`src/rtl/hit_judge_if.sv`:
```
// Game-side signal bundle between the hit_judge core and the board: round start,
// lit-LED pattern and buttons in; score, lives and round status out.
interface hit_judge_if #(
  parameter int SCORE_W = 8
);
  logic               freq;
  logic [7:0]         LED_num;
  logic [7:0]         btn;
  logic [SCORE_W-1:0] score;
  logic [1:0]         lives;
  logic               hit;
  logic               miss;
  logic               armed;
  logic               game_over;

  modport master (
    output freq, LED_num, btn,
    input  score, lives, hit, miss, armed, game_over
  );

  modport slave (
    input  freq, LED_num, btn,
    output score, lives, hit, miss, armed, game_over
  );
endinterface

```
`src/rtl/hit_judge.sv`:
```
// Whack-an-LED judge: arms a timed round per freq pulse and scores button presses.
// Press edge -> hit/miss pulse one clk later; no backpressure, inputs are sampled every cycle.
module hit_judge #(
  parameter int WINDOW_CYCLES = 100000000,
  parameter int CNT_W         = 27,
  parameter int SCORE_W       = 8,
  parameter int LIVES         = 3
) (
  input logic        clk,
  input logic        rst,
  hit_judge_if.slave bus
);

  typedef enum logic [1:0] {
    IDLE  = 2'd0,
    LOAD  = 2'd1,
    ARMED = 2'd2,
    OVER  = 2'd3
  } state_t;

  localparam logic [CNT_W-1:0] CNT_LAST   = CNT_W'(WINDOW_CYCLES - 1);
  localparam logic [1:0]       LIVES_INIT = 2'(LIVES);

  state_t             state;
  state_t             state_n;
  logic [CNT_W-1:0]   cnt;
  logic [CNT_W-1:0]   cnt_n;
  logic [7:0]         target;
  logic [7:0]         target_n;
  logic [7:0]         btn_q;
  logic [SCORE_W-1:0] score;
  logic [SCORE_W-1:0] score_n;
  logic [1:0]         lives;
  logic [1:0]         lives_n;
  logic               hit;
  logic               hit_n;
  logic               miss;
  logic               miss_n;

  logic [7:0]         press;
  logic               led_onehot;
  logic [1:0]         lives_dec;
  state_t             after_round;

  assign press      = bus.btn & ~btn_q;
  assign led_onehot = (bus.LED_num != 8'd0) &&
                      ((bus.LED_num & (bus.LED_num - 8'd1)) == 8'd0);
  assign lives_dec  = lives - 2'd1;
  // A freq arriving on the judging cycle chains straight into the next round.
  assign after_round = bus.freq ? LOAD : IDLE;

  always_comb begin
    state_n  = state;
    cnt_n    = cnt;
    target_n = target;
    score_n  = score;
    lives_n  = lives;
    hit_n    = 1'b0;
    miss_n   = 1'b0;

    case (state)
      IDLE: begin
        if (bus.freq) begin
          state_n = LOAD;
        end
      end

      LOAD: begin
        if (led_onehot) begin
          target_n = bus.LED_num;
          cnt_n    = '0;
          state_n  = ARMED;
        end else begin
          state_n = IDLE;
        end
      end

      ARMED: begin
        if (press != 8'd0) begin
          if (press == target) begin
            hit_n   = 1'b1;
            score_n = (score == {SCORE_W{1'b1}}) ? score : score + SCORE_W'(1);
            state_n = after_round;
          end else begin
            miss_n  = 1'b1;
            lives_n = lives_dec;
            state_n = (lives_dec == 2'd0) ? OVER : after_round;
          end
        end else if (bus.freq) begin
          cnt_n   = '0;
          state_n = LOAD;
        end else if (cnt == CNT_LAST) begin
          miss_n  = 1'b1;
          lives_n = lives_dec;
          state_n = (lives_dec == 2'd0) ? OVER : IDLE;
        end else begin
          cnt_n = cnt + CNT_W'(1);
        end
      end

      OVER: begin
        state_n = OVER;
      end

      default: begin
        state_n = IDLE;
      end
    endcase
  end

  always_ff @(posedge clk) begin
    if (rst) begin
      state  <= IDLE;
      cnt    <= '0;
      target <= 8'd0;
      btn_q  <= 8'hFF;
      score  <= '0;
      lives  <= LIVES_INIT;
      hit    <= 1'b0;
      miss   <= 1'b0;
    end else begin
      state  <= state_n;
      cnt    <= cnt_n;
      target <= target_n;
      btn_q  <= bus.btn;
      score  <= score_n;
      lives  <= lives_n;
      hit    <= hit_n;
      miss   <= miss_n;
    end
  end

  assign bus.score     = score;
  assign bus.lives     = lives;
  assign bus.hit       = hit;
  assign bus.miss      = miss;
  assign bus.armed     = (state == ARMED);
  assign bus.game_over = (state == OVER);

endmodule

```
`src/flat_wrapper.sv`:
```
// flat-port wrapper written by rule: the top's interface ports become plain ports
module hit_judge_flat 
#(
  parameter int WINDOW_CYCLES = 100000000,
  parameter int CNT_W         = 27,
  parameter int SCORE_W       = 8,
  parameter int LIVES         = 3
)
  (clk, rst, bus_freq, bus_LED_num, bus_btn, bus_score, bus_lives, bus_hit, bus_miss, bus_armed, bus_game_over);
  hit_judge_if #(.SCORE_W(SCORE_W)) bus_i ();
  input logic clk;
  input logic rst;
  input wire logic [$bits(bus_i.freq)-1:0] bus_freq;
  input wire logic [$bits(bus_i.LED_num)-1:0] bus_LED_num;
  input wire logic [$bits(bus_i.btn)-1:0] bus_btn;
  output wire logic [$bits(bus_i.score)-1:0] bus_score;
  output wire logic [$bits(bus_i.lives)-1:0] bus_lives;
  output wire logic [$bits(bus_i.hit)-1:0] bus_hit;
  output wire logic [$bits(bus_i.miss)-1:0] bus_miss;
  output wire logic [$bits(bus_i.armed)-1:0] bus_armed;
  output wire logic [$bits(bus_i.game_over)-1:0] bus_game_over;
  assign bus_i.freq = bus_freq;
  assign bus_i.LED_num = bus_LED_num;
  assign bus_i.btn = bus_btn;
  assign bus_score = bus_i.score;
  assign bus_lives = bus_i.lives;
  assign bus_hit = bus_i.hit;
  assign bus_miss = bus_i.miss;
  assign bus_armed = bus_i.armed;
  assign bus_game_over = bus_i.game_over;
  hit_judge #(.WINDOW_CYCLES(WINDOW_CYCLES), .CNT_W(CNT_W), .SCORE_W(SCORE_W), .LIVES(LIVES)) u_core (.clk(clk), .rst(rst), .bus(bus_i));
endmodule
```
`config.mk`:
```
export PLATFORM = sky130hd
export DESIGN_NAME = hit_judge_flat
export DESIGN_NICKNAME = d
export VERILOG_FILES = /design/src/rtl/hit_judge_if.sv /design/src/rtl/hit_judge.sv /design/src/flat_wrapper.sv
export SDC_FILE = /design/constraint.sdc
export NUM_CORES = 1
export LEC_CHECK = 0
export CORE_UTILIZATION = 56
export CTS_CLUSTER_SIZE = 24
export DETAILED_ROUTE_END_ITERATION = 10
export GPL_TIMING_DRIVEN = 0
export MAX_ROUTING_LAYER = met4
export PLACE_DENSITY = 0.76
export SLEW_MARGIN = 20
export SYNTH_ARGS = -nofsm -noshare
export SYNTH_HDL_FRONTEND = slang
export SYNTH_SLANG_ARGS = --single-unit
```
`constraint.sdc`:
```
create_clock -name clk -period 2.5 [get_ports clk]
set_clock_uncertainty 0.15 [all_clocks]
set_input_delay 0.25 -clock clk [delete_from_list [all_inputs] [get_ports clk]]
set_output_delay 0.25 -clock clk [all_outputs]
set_load 0.01 [all_outputs]
```
# Yosys cells after proc, flatten, opt, wreduce, memory -nomap -nowiden
# Index checks and enable logic that the tools add are counted.
[totals]
ff_bits = 57
input_bits = 19
wordCells = 70
[classes]
add_sub_neg = 4
eq_ne = 13
muxes = 24
bitwise_logic = 6
reduce_logical = 15
[ops]
columns = ["cell", "count"]
rows = [
  ["$mux W27", 4],
  ["$pmux W27 S2", 1],
  ["$add A27 B1 Y27 const B", 1],
  ["$eq A27 B27 Y1 const B", 1],
  ["$mux W2", 12],
  ["$and A8 B8 Y8", 2],
  ["$reduce_bool A8 Y1", 2],
  ["$reduce_and A4 Y1", 3],
  ["$add A8 B1 Y8 const B", 1],
  ["$eq A8 B8 Y1", 1],
  ["$eq A8 B8 Y1 const B", 1],
  ["$logic_not A8 Y1", 1],
  ["$not A8 Y8", 1],
  ["$pmux W2 S4", 1],
  ["$sub A8 B1 Y8 const B", 1],
  ["$mux W1", 6],
  ["$ne A2 B2 Y1 const B", 3],
  ["$eq A2 B2 Y1 const B", 2],
  ["$logic_not A2 Y1", 2],
  ["$ne A2 B1 Y1 const B", 2],
  ["$ne A4 B2 Y1 const B", 1],
  ["$reduce_and A2 Y1", 2],
  ["$reduce_bool A2 Y1", 2],
  ["$ne A3 B3 Y1 const B", 1],
  ["other kinds (6)", 8],
]

# Depth between registers and ports, before layout
# Gate-level depths: netlist of the first run.
[logic_depth]
depth_word = 7
mapped_depth = 9
ltp_nobuf = 7

# Worst setup path before layout of the first run
# No wires, ideal clock.
[synth_timing]
path_type = "reg-to-reg"
startpoint = "register u_core.cnt[0]"
endpoint = "register u_core.cnt[17]"
setup_ns = 0.142
t_arrival_ns = 1.907
required_ns = 2.208
slack_ns = 0.301
path_stages_with_launch = 10
path_cell_list = "dfxtp_1 ha_1 and3_1 nand2_1 or3_1 and3_1 buf_2 buf_4 a21oi_1 a311oi_2"
[synth_between]
elab_chain_cells = 5
word_cells_on_any_way = 8
cone_classes = "add/sub (1); eq/ne (2); mux (4); reduce/logical (1)"
[synth_rtl]
columns = ["element", "line", "rtl"]
rows = [
  ["start, declared", "hit_judge.sv:26", "logic [CNT_W-1:0] cnt;"],
  ["start signal, assigned", "hit_judge.sv:123", "cnt <= cnt_n;"],
  ["$add A27 B1 Y27", "hit_judge.sv:97", "cnt_n = cnt + CNT_W'(1);"],
  ["$mux W27", "hit_judge.sv:92", "end else if (cnt == CNT_LAST) begin"],
  ["$mux W27", "hit_judge.sv:89", "end else if (bus.freq) begin"],
  ["$mux W27", "hit_judge.sv:79", "if (press != 8'd0) begin"],
  ["$pmux W27 S2", "hit_judge.sv:61", "case (state)"],
]
# Several ways; a longest one is shown, not always the timed one. The select of a mux whose other input is x is not followed.
# A chain may end at the register's enable or synchronous reset.

# Worst setup path in the final report of the first run
[layout_timing]
startpoint = "register u_core.cnt[1]"
endpoint = "register u_core.cnt[17]"
# Same word-level chain as after synthesis.

==> metrics, run 1 <==
status finished, final reports clean; width of the die 76.0 microns; clock-pin transition on the worst setup and hold timing paths 0.07 ns; register cell area after layout 1140 sq um; Setup Crit Path Kind flip-flop to flip-flop; number of rows in the core area 26; average cell area after synthesis 8.38 sq um; initial standard-cell utilization of the core 0.589; normalized max-slew margin 0.552; Critical Path Start Type flip-flop; post-synthesis instance area 3070 sq um; initial drt markers 264; layout cells sized above 1 0.155; portion of the clock cycle consumed by the worst path in the final layout 0.967; GR Util All Layers 0.290; final std cells w/o fill 484; DRT Wirelength 7.92 mm; required time of the worst setup path 2.53 ns; synthesized net count 388; worst supply voltage drop on vdd 0.377 mV; number of different library cells in the post-synthesis netlist 52; final hold violation count 0; maximum root-to-sink buffer count 2; total number of vias 3052; highest achievable clock rate 414 MHz; die footprint 5770 sq um; Fin Setup TNS 0 ns; Yosys warning total 0; HP Class primary input to flip-flop; post-synthesis cell type with the largest combined area sky130_fd_sc_hd__dfxtp_1; via count of the first global-routing pass 2780; Final setup viols 0; synthesized instance count 366; sinks on the clock net 57; RePlAce Congestion 0.897; number of top-level pins 33; FF-to-FF setup slack 0.08 ns; beginning of the worst hold path rst; number of synthesized register bits 57; dpl cells 467; depth of the worst register-to-register path 9; final period demand of the worst path 2.42 ns; most frequent standard cell in the layout excluding fill and tap cells sky130_fd_sc_hd__dfxtp_1; leading cell types in the layout, fill and taps excluded 56 x sky130_fd_sc_hd__dfxtp_1, 35 x sky130_fd_sc_hd__nand2_1, 31 x sky130_fd_sc_hd__clkdlybuf4s50_1, 29 x sky130_fd_sc_hd__nor2_1, 27 x sky130_fd_sc_hd__a21oi_1; sequential share of the synthesized area 0.372; Residual DRC 0; max-cap viol count 0; maximum fanout encountered on the critical timing path 10; maximum level of the CTS H-tree 3; number of buffers inserted during clock tree synthesis 9; worst flop-to-flop path endpoint u_core.cnt[17]$_SDFFE_PP0P_; instance count along the most critical hold path 3; largest net degree at the start of global routing 11; P&R area growth vs syn 21.3%; Synth area leaders sky130_fd_sc_hd__dfxtp_1 37%, sky130_fd_sc_hd__a311oi_2 4.9%, sky130_fd_sc_hd__a21oi_1 4.4%, sky130_fd_sc_hd__nand2_1 4.3%, sky130_fd_sc_hd__nor2_1 3.8%; Congestion Overflow GR 0; WL per Instance 16.4 microns; number of inserted filler cells in the final layout 405; DR pass1 iterations 6; DP HPWL 5.41 mm; vias per cell 6.31; endpoint class of the critical path flip-flop; source of the worst register-to-register timing path u_core.cnt[1]$_SDFFE_PP0P_; CTS tree built; worst slew pin tran 0.671 ns; leakage power figure 1.21 nW; number of I/O port buffers 31; critical path data arrival time 2.45 ns; remaining antenna violation count 0; multi-input logic area 1850 sq um; diodes inserted 0; Slew Limit Fails 0; antenna violations before repair 0; number of nets at the end of the flow 431; die height 76.0 microns; Endpoint, Worst Hold u_core.bus.lives[0]$_SDFFE_PP1P_; first-pass GRT wire length 13.2 mm; clock tree root buffer cell sky130_fd_sc_hd__clkbuf_8; Placeable Area 5200 sq um; total power divided by cell area 493 nW/um^2; post-layout util 0.714; Clock Latency Late Sink 0.33 ns; Async SR Flop Fraction 0; share of the synthesized area in the top cell type 0.372; number of enable flip-flop cells after synthesis 0; main flop type after synthesis sky130_fd_sc_hd__dfxtp_1
## worst max-delay path by stage
stage / start / end / depth (start not counted)
floorplan: u_core.cnt[0]$_SDFFE_PP0P_ / u_core.cnt[17]$_SDFFE_PP0P_ / 9
global placement: bus_btn[6] / u_core.cnt[8]$_SDFFE_PP0P_ / 9
detailed placement: bus_btn[6] / u_core.cnt[8]$_SDFFE_PP0P_ / 9
CTS: u_core.cnt[1]$_SDFFE_PP0P_ / u_core.cnt[15]$_SDFFE_PP0P_ / 9
global route: u_core.cnt[1]$_SDFFE_PP0P_ / u_core.cnt[15]$_SDFFE_PP0P_ / 9
finish: u_core.cnt[1]$_SDFFE_PP0P_ / u_core.cnt[17]$_SDFFE_PP0P_ / 9
## metrics by stage
stage	total power, W	instance area, sq um	setup slack [ns]	hold WS [ns]
2_1_floorplan	0.00101	3070	0.301	0.207
3_3_place_gp	0.00106	3460	-0.373	0.310
3_5_place_dp	0.00107	3460	-0.355	0.322
4_1_cts	0.00183	3650	0.0327	0.243
5_1_grt	0.00190	3720	-0.00187	0.274
6_report	0.00183	3720	0.0835	0.240
## metal layers
layer,global-route usage,up-vias,part of all wire
met5,-,-,0
met4,0.127,0,0.021
met3,0.0503,17,0.072
met2,0.463,140,0.48
met1,0.362,1434,0.42
li1,-,1461,-
## cell usage after synthesis, types with 3 or more instances
library cell	instances
sky130_fd_sc_hd__a311oi_2	10
sky130_fd_sc_hd__or3_1	4
sky130_fd_sc_hd__and4_1	6
sky130_fd_sc_hd__nand4_1	13
sky130_fd_sc_hd__o21ai_0	21
sky130_fd_sc_hd__nor2_1	31
sky130_fd_sc_hd__nand2_1	35
sky130_fd_sc_hd__or2_2	9
sky130_fd_sc_hd__o31ai_1	4
sky130_fd_sc_hd__nor3_1	4
sky130_fd_sc_hd__nor2b_1	10
sky130_fd_sc_hd__clkbuf_1	12
sky130_fd_sc_hd__xnor2_1	9
sky130_fd_sc_hd__o211a_1	4
sky130_fd_sc_hd__nand3_1	22
sky130_fd_sc_hd__or4_1	3
sky130_fd_sc_hd__a21oi_1	27
sky130_fd_sc_hd__ha_1	3
sky130_fd_sc_hd__a311oi_1	6
sky130_fd_sc_hd__nor4b_1	4
sky130_fd_sc_hd__and3_1	8
sky130_fd_sc_hd__a41oi_1	4
sky130_fd_sc_hd__dfxtp_1	57
sky130_fd_sc_hd__buf_2	4
sky130_fd_sc_hd__inv_1	12
sky130_fd_sc_hd__nor4_1	6
sky130_fd_sc_hd__and2_1	3
sky130_fd_sc_hd__a31oi_1	3
## logic make-up after synthesis
logic type      synth area share
mux                       0.0139
compound gates             0.242
simple gates               0.284
flops                      0.372
fa+ha+maj                 0.0155
buf+inv                   0.0457
xor+xnor                  0.0257
## critical path: stages, from the launching register on
cell and delay (ns):
sky130_fd_sc_hd__dfxtp_1 0.41, sky130_fd_sc_hd__ha_4 0.18, sky130_fd_sc_hd__and3_4 0.20, sky130_fd_sc_hd__nand2_1 0.10, sky130_fd_sc_hd__or3_4 0.41, sky130_fd_sc_hd__and3_1 0.18, sky130_fd_sc_hd__buf_2 0.19, sky130_fd_sc_hd__buf_4 0.21
sky130_fd_sc_hd__a21oi_1 0.17, sky130_fd_sc_hd__a311oi_2 0.06
## area by class of cell
type | instances | area share
well taps | 70 | 0.0236
clock inverters | 2 | 0.00336
flip-flops and latches | 57 | 0.307
clock buffers | 14 | 0.0437
repair buffers | 32 | 0.0855
plain buffers | 19 | 0.0259
inverters | 12 | 0.0121
multi-input cells | 278 | 0.499
## repair_timing
action,CTS,global route
endpoints found under the setup margin,10,31
hold buffers,0,0
setup buffers,0,1
pin swaps,0,1
resized for setup,3,15
## flip-flops by register name (all words and copies together), names as in the netlist
register          count
u_core.cnt           27
u_core.btn_q          8
u_core.bus.score      8
u_core.target         8
u_core.bus.lives      2
u_core.state          2
u_core.bus.hit        1
u_core.bus.miss       1
## power breakdown
part | switching, W | internal [W] | leakage [nW]
clock | 0.000363 | 0.000414 | 0.0867
sequential | 0.00000336 | 0.000916 | 0.462
combinational | 0.0000762 | 0.0000608 | 0.666
(Power assumes the default switching activity.)
==> inputs of run 2 (changes only) <==
PLACE_DENSITY = 0.79   (was 0.76)
==> metrics, run 2 (synthesis gave the netlist of run 1 again) <==
via count of the first global-routing pass 2699 (was 2780); internal power of the cells 0.00138 W (was 0.00139 W); cell family with most CP delay simple AND/OR/NAND/NOR gates (unchanged); first-pass GRT wire length 12.6 mm (was 13.2 mm); total power draw 0.00186 W (was 0.00183 W); power dissipated by switching net loads 0.000473 W (was 0.000442 W); worst slack at placement -0.369 ns (was -0.355 ns); Placeable Area 5200 sq um (unchanged); initial standard-cell utilization of the core 0.589 (unchanged); DP HPWL 5.33 mm (was 5.41 mm); maximum root-to-sink buffer count 2 (unchanged); Flop pwr share 0.495 (was 0.502); Congestion Overflow GR 0 (unchanged); width of the die 76.0 microns (unchanged); gr busiest metal met2 (unchanged); WL per Instance 16.0 microns (was 16.4 microns); status finished, final reports clean (unchanged); number of flip-flops in the largest register 27 (unchanged); number of inserted filler cells in the final layout 422 (was 405); Critical-path top delay cell sky130_fd_sc_hd__or3_4 (was sky130_fd_sc_hd__dfxtp_1); switching share of power 0.255 (was 0.241); Slew Limit Fails 0 (unchanged); post-layout util 0.715 (was 0.714); number of I/O port buffers 31 (unchanged); CP peak stage delay 0.41 ns (about the same); antenna violations before repair 0 (unchanged); sinks on the clock net 57 (unchanged); HP Class primary input to flip-flop (unchanged); endpoint class of the critical path flip-flop (unchanged); remaining antenna violation count 0 (unchanged); initial drt markers 212 (was 264); P&R area growth vs syn 21.5% (was 21.3%); global-route met1 utilization 0.339 (was 0.362); total number of vias 2962 (was 3052); leakage power figure 1.22 nW (was 1.21 nW); highest achievable clock rate 415 MHz (was 414 MHz); combinational group share of total power 0.073 (was 0.075); cells along the critical path ha_2, and3_4, nand2_1, or3_4, and3_1, clkbuf_4, buf_4, a21oi_1, a311oi_2 (was ha_4, and3_4, nand2_1, or3_4, and3_1, buf_2, buf_4, a21oi_1, a311oi_2); clock tree root buffer cell sky130_fd_sc_hd__clkbuf_8 (unchanged); most frequent standard cell in the layout excluding fill and tap cells sky130_fd_sc_hd__dfxtp_1 (unchanged); die height 76.0 microns (unchanged); DR pass1 iterations 4 (was 6); portion of the clock cycle consumed by the worst path in the final layout 0.964 (was 0.967); leading cell types in the layout, fill and taps excluded 55 x sky130_fd_sc_hd__dfxtp_1, 35 x sky130_fd_sc_hd__nand2_1, 31 x sky130_fd_sc_hd__clkdlybuf4s50_1, 30 x sky130_fd_sc_hd__nor2_1, 23 x sky130_fd_sc_hd__a21oi_1 (was 56 x sky130_fd_sc_hd__dfxtp_1, 35 x sky130_fd_sc_hd__nand2_1, 31 x sky130_fd_sc_hd__clkdlybuf4s50_1, 29 x sky130_fd_sc_hd__nor2_1, 27 x sky130_fd_sc_hd__a21oi_1); required time of the worst setup path 2.56 ns (was 2.53 ns); largest register by flop count u_core.cnt (unchanged); smallest setup slack after layout 0.0900 ns (was 0.0835 ns); maximum level of the CTS H-tree 3 (unchanged); max-cap viol count 0 (unchanged); CTS tree built (unchanged); Critical Path Start Type flip-flop (unchanged); met2 usage 0.458 (was 0.463); final period demand of the worst path 2.41 ns (was 2.42 ns); number of nets at the end of the flow 431 (unchanged); number of buffers inserted for hold repair after clock tree synthesis 0 (unchanged); vias per cell 6.12 (was 6.31); total power divided by cell area 499 nW/um^2 (was 493 nW/um^2); proportion of power drawn by the clock network 0.431 (was 0.423); number of buffers inserted during clock tree synthesis 9 (unchanged); GR Util All Layers 0.283 (was 0.290); RePlAce Congestion 0.889 (was 0.897); maximum fanout encountered on the critical timing path 10 (unchanged); Final setup viols 0 (unchanged); number of buffer and inverter stages on the critical path 2 (unchanged); Setup Crit Path Kind flip-flop to flip-flop (unchanged); normalized max-slew margin 0.562 (was 0.552); layout cells sized above 1 0.167 (was 0.155); number of top-level pins 33 (unchanged); met3 Usage GRT 0.0731 (was 0.0503); Residual DRC 0 (unchanged); DRT Wirelength 7.72 mm (was 7.92 mm); Clock Latency Late Sink 0.35 ns (was 0.33 ns); diodes inserted 0 (unchanged); largest net degree at the start of global routing 11 (unchanged); worst slew pin tran 0.657 ns (was 0.671 ns); Fin Setup TNS 0 ns (unchanged); number of rows in the core area 26 (unchanged); clock-pin transition on the worst setup and hold timing paths 0.07 ns (about the same); worst supply voltage drop on vdd 0.347 mV (was 0.377 mV); critical path data arrival time 2.47 ns (was 2.45 ns); worst hold margin 0.211 ns (was 0.240 ns); die footprint 5770 sq um (unchanged); final hold violation count 0 (unchanged)
run 2: final cells by class:
cell class              instances  area, sq um  area share
clock buffers                  11          151      0.0407
clock inverters                 5         30.0     0.00806
well taps                      70         87.6      0.0235
multi-input cells             278         1850       0.497
plain buffers                  19         98.8      0.0265
inverters                      12         45.0      0.0121
repair buffers                 32          318      0.0853
flip-flops and latches         57         1140       0.307
run 2: timing repair:
action,4_1_cts,5_1_grt
setup endpoints to repair,10,34
gates resized for setup,3,17
pin swaps,0,2
buffers inserted,0,1
run 2: per-layer routing:
metal  share of wire  routed length, microns
met5               0                       0
met4           0.015                     119
met3           0.059                     459
met2            0.49                    3780
met1            0.44                    3360
run 2: worst reg2reg max path, cell delays in order (launching register included):
cell and delay, ns:
sky130_fd_sc_hd__dfxtp_2 0.37, sky130_fd_sc_hd__ha_2 0.21, sky130_fd_sc_hd__and3_4 0.20, sky130_fd_sc_hd__nand2_1 0.09
sky130_fd_sc_hd__or3_4 0.41, sky130_fd_sc_hd__and3_1 0.19, sky130_fd_sc_hd__clkbuf_4 0.20, sky130_fd_sc_hd__buf_4 0.21
sky130_fd_sc_hd__a21oi_1 0.17, sky130_fd_sc_hd__a311oi_2 0.06
run 2: power groups by stage:
stage          Sequential, W  Combinational, W  Clock [W]
2_1_floorplan       0.000939         0.0000695          0
6_report            0.000920          0.000136   0.000801
5_1_grt             0.000920          0.000147   0.000851
3_5_place_dp        0.000940          0.000126          0
4_1_cts             0.000919          0.000129   0.000807
3_3_place_gp        0.000939          0.000124          0
run 2: path summary, 6_finish.rpt:
path | from | to | slack, ns | cells past startpoint
worst min register to register | u_core.cnt[24]$_SDFFE_PP0P_ | u_core.cnt[24]$_SDFFE_PP0P_ | 0.33 | 1
worst max-delay path | u_core.cnt[0]$_SDFFE_PP0P_ | u_core.cnt[13]$_SDFFE_PP0P_ | 0.09 | 9
worst max register to register | u_core.cnt[0]$_SDFFE_PP0P_ | u_core.cnt[13]$_SDFFE_PP0P_ | 0.09 | 9
worst min-delay path | rst | u_core.bus.lives[0]$_SDFFE_PP1P_ | 0.21 | 3
run 2: through the flow:
step / cell area, sq um / std cells
after global placement: 3460 / 467
after detailed placement: 3460 / 467
after floorplan: 3070 / 366
after global routing: 3720 / 484
final: 3720 / 484
after CTS: 3650 / 483
==> inputs of run 3 (changes only) <==
CORE_MARGIN = 2   (was default)
CTS_CLUSTER_SIZE = 25   (was 24)
==> metrics, run 3 (synthesis gave the netlist of run 1 again) <==
unrepaired setup endpoints after global routing true; gr busiest metal met2 (unchanged); worst supply voltage drop on vdd 0.412 mV (was 0.347 mV); number of buffers inserted for hold repair after clock tree synthesis 0 (unchanged); maximum root-to-sink buffer count 2 (unchanged); dpl cells 467 (unchanged); maximum level of the CTS H-tree 3 (unchanged); endpoint class of the critical path flip-flop (unchanged); Congestion Overflow GR 0 (unchanged); number of top-level pins 33 (unchanged); number of inserted filler cells in the final layout 419 (was 422); via count of the first global-routing pass 2661 (was 2699); layout cells sized above 1 0.161 (was 0.167); diodes inserted 0 (unchanged); worst slew pin tran 0.659 ns (was 0.657 ns); worst hold margin 0.225 ns (was 0.211 ns); CTS tree built (unchanged); clock tree root buffer cell sky130_fd_sc_hd__clkbuf_8 (unchanged); Clock Latency Late Sink 0.36 ns (was 0.35 ns); Setup Crit Path Kind flip-flop to flip-flop (unchanged); most frequent standard cell in the layout excluding fill and tap cells sky130_fd_sc_hd__dfxtp_1 (unchanged); number of buffers inserted during clock tree synthesis 9 (unchanged); Fin Setup TNS 0 ns (unchanged); number of flip-flops in the largest register 27 (unchanged); RePlAce Congestion 0.883 (was 0.889); Slew Limit Fails 0 (unchanged); Placeable Area 5200 sq um (unchanged); portion of the clock cycle consumed by the worst path in the final layout 0.971 (was 0.964); WL per Instance 16.1 microns (was 16.0 microns); P&R area growth vs syn 22.6% (was 21.5%); leakage power figure 1.24 nW (was 1.22 nW); HP Class primary input to flip-flop (unchanged); highest achievable clock rate 412 MHz (was 415 MHz); remaining antenna violation count 0 (unchanged); final std cells w/o fill 485 (was 484); antenna violations before repair 0 (unchanged); final hold violation count 0 (unchanged); maximum fanout encountered on the critical timing path 10 (unchanged); number of nets at the end of the flow 432 (was 431); number of rows in the core area 26 (unchanged); total number of vias 2993 (was 2962); met2 usage 0.416 (was 0.458); die footprint 6080 sq um (was 5770 sq um); leading cell types in the layout, fill and taps excluded 53 x sky130_fd_sc_hd__dfxtp_1, 35 x sky130_fd_sc_hd__nand2_1, 31 x sky130_fd_sc_hd__nor2_1, 31 x sky130_fd_sc_hd__clkdlybuf4s50_1, 25 x sky130_fd_sc_hd__a21oi_1 (was 55 x sky130_fd_sc_hd__dfxtp_1, 35 x sky130_fd_sc_hd__nand2_1, 31 x sky130_fd_sc_hd__clkdlybuf4s50_1, 30 x sky130_fd_sc_hd__nor2_1, 23 x sky130_fd_sc_hd__a21oi_1); clock-pin transition on the worst setup and hold timing paths 0.07 ns (about the same); Final setup viols 0 (unchanged); initial standard-cell utilization of the core 0.589 (unchanged); initial drt markers 254 (was 212); DRT Wirelength 7.80 mm (was 7.72 mm); Residual DRC 0 (unchanged); Critical Path Start Type flip-flop (unchanged); number of I/O port buffers 31 (unchanged); global-route met1 utilization 0.331 (was 0.339); GR Util All Layers 0.270 (was 0.283); total power draw 0.00203 W (was 0.00186 W); max-cap viol count 0 (unchanged); width of the die 78.0 microns (was 76.0 microns); first-pass GRT wire length 12.6 mm (about the same); final period demand of the worst path 2.43 ns (was 2.41 ns); DP HPWL 5.27 mm (was 5.33 mm); critical path data arrival time 2.48 ns (was 2.47 ns); normalized max-slew margin 0.561 (was 0.562); sinks on the clock net 57 (unchanged); die height 78.0 microns (was 76.0 microns); required time of the worst setup path 2.55 ns (was 2.56 ns); vias per cell 6.17 (was 6.12); status finished, final reports clean (unchanged); DR pass1 iterations 6 (was 4); largest net degree at the start of global routing 11 (unchanged); total power divided by cell area 541 nW/um^2 (was 499 nW/um^2); largest register by flop count u_core.cnt (unchanged); met3 Usage GRT 0.0674 (was 0.0731)
[run 3: area by class of cell]
type	count	area [sq um]	area share
Clock buffer	11	141	0.0376
Buffer	19	95.1	0.0253
Tap cell	70	87.6	0.0233
Multi-Input combinational cell	278	1840	0.489
Timing Repair Buffer	33	325	0.0866
Sequential cell	57	1150	0.305
Inverter	12	45.0	0.0120
Clock inverter	5	78.8	0.0210
[run 3: power breakdown]
part	internal, W	leakage [nW]	switching [W]
clock	0.000586	0.113	0.000392
sequential	0.000916	0.464	0.00000348
combinational	0.0000594	0.665	0.0000755
[run 3: final timing paths]
path	start	to	slack, ns	depth (start not counted)
setup / recovery	u_core.cnt[0]$_SDFFE_PP0P_	u_core.cnt[15]$_SDFFE_PP0P_	0.07	9
hold / removal	rst	u_core.bus.lives[0]$_SDFFE_PP1P_	0.23	3
setup reg to reg	u_core.cnt[0]$_SDFFE_PP0P_	u_core.cnt[15]$_SDFFE_PP0P_	0.07	9
hold reg to reg	u_core.cnt[23]$_SDFFE_PP0P_	u_core.cnt[23]$_SDFFE_PP0P_	0.33	1
[run 3: layer usage]
metal  up-vias  wire [microns]
li1       1463               -
met3        19             554
met1      1378            3380
met4         0             211
met2       133            3650
met5         -               0
[run 3: stage by stage]
stage | cell area [sq um] | util | setup slack [ns]
6_report | 3760 | 0.722 | 0.0727
5_1_grt | 3760 | 0.722 | -0.00918
4_1_cts | 3690 | 0.709 | 0.0137
3_5_place_dp | 3460 | 0.665 | -0.360
3_3_place_gp | 3460 | 0.665 | -0.353
2_1_floorplan | 3070 | - | 0.301
[run 3: worst max-delay path: stages, from the launching register on]
cell                       delay (ns)
sky130_fd_sc_hd__dfxtp_2         0.36
sky130_fd_sc_hd__ha_2            0.21
sky130_fd_sc_hd__and3_4          0.21
sky130_fd_sc_hd__nand2_1         0.09
sky130_fd_sc_hd__or3_1           0.42
sky130_fd_sc_hd__and3_1          0.19
sky130_fd_sc_hd__buf_2           0.19
sky130_fd_sc_hd__buf_4           0.21
sky130_fd_sc_hd__a21oi_1         0.16
sky130_fd_sc_hd__a311oi_2        0.07
[run 3: timing repair]
item | CTS | global route
pin swaps | 0 | 1
buffers inserted | 0 | 2
endpoints found under the setup margin | 4 | 33
gates resized for setup | 1 | 15
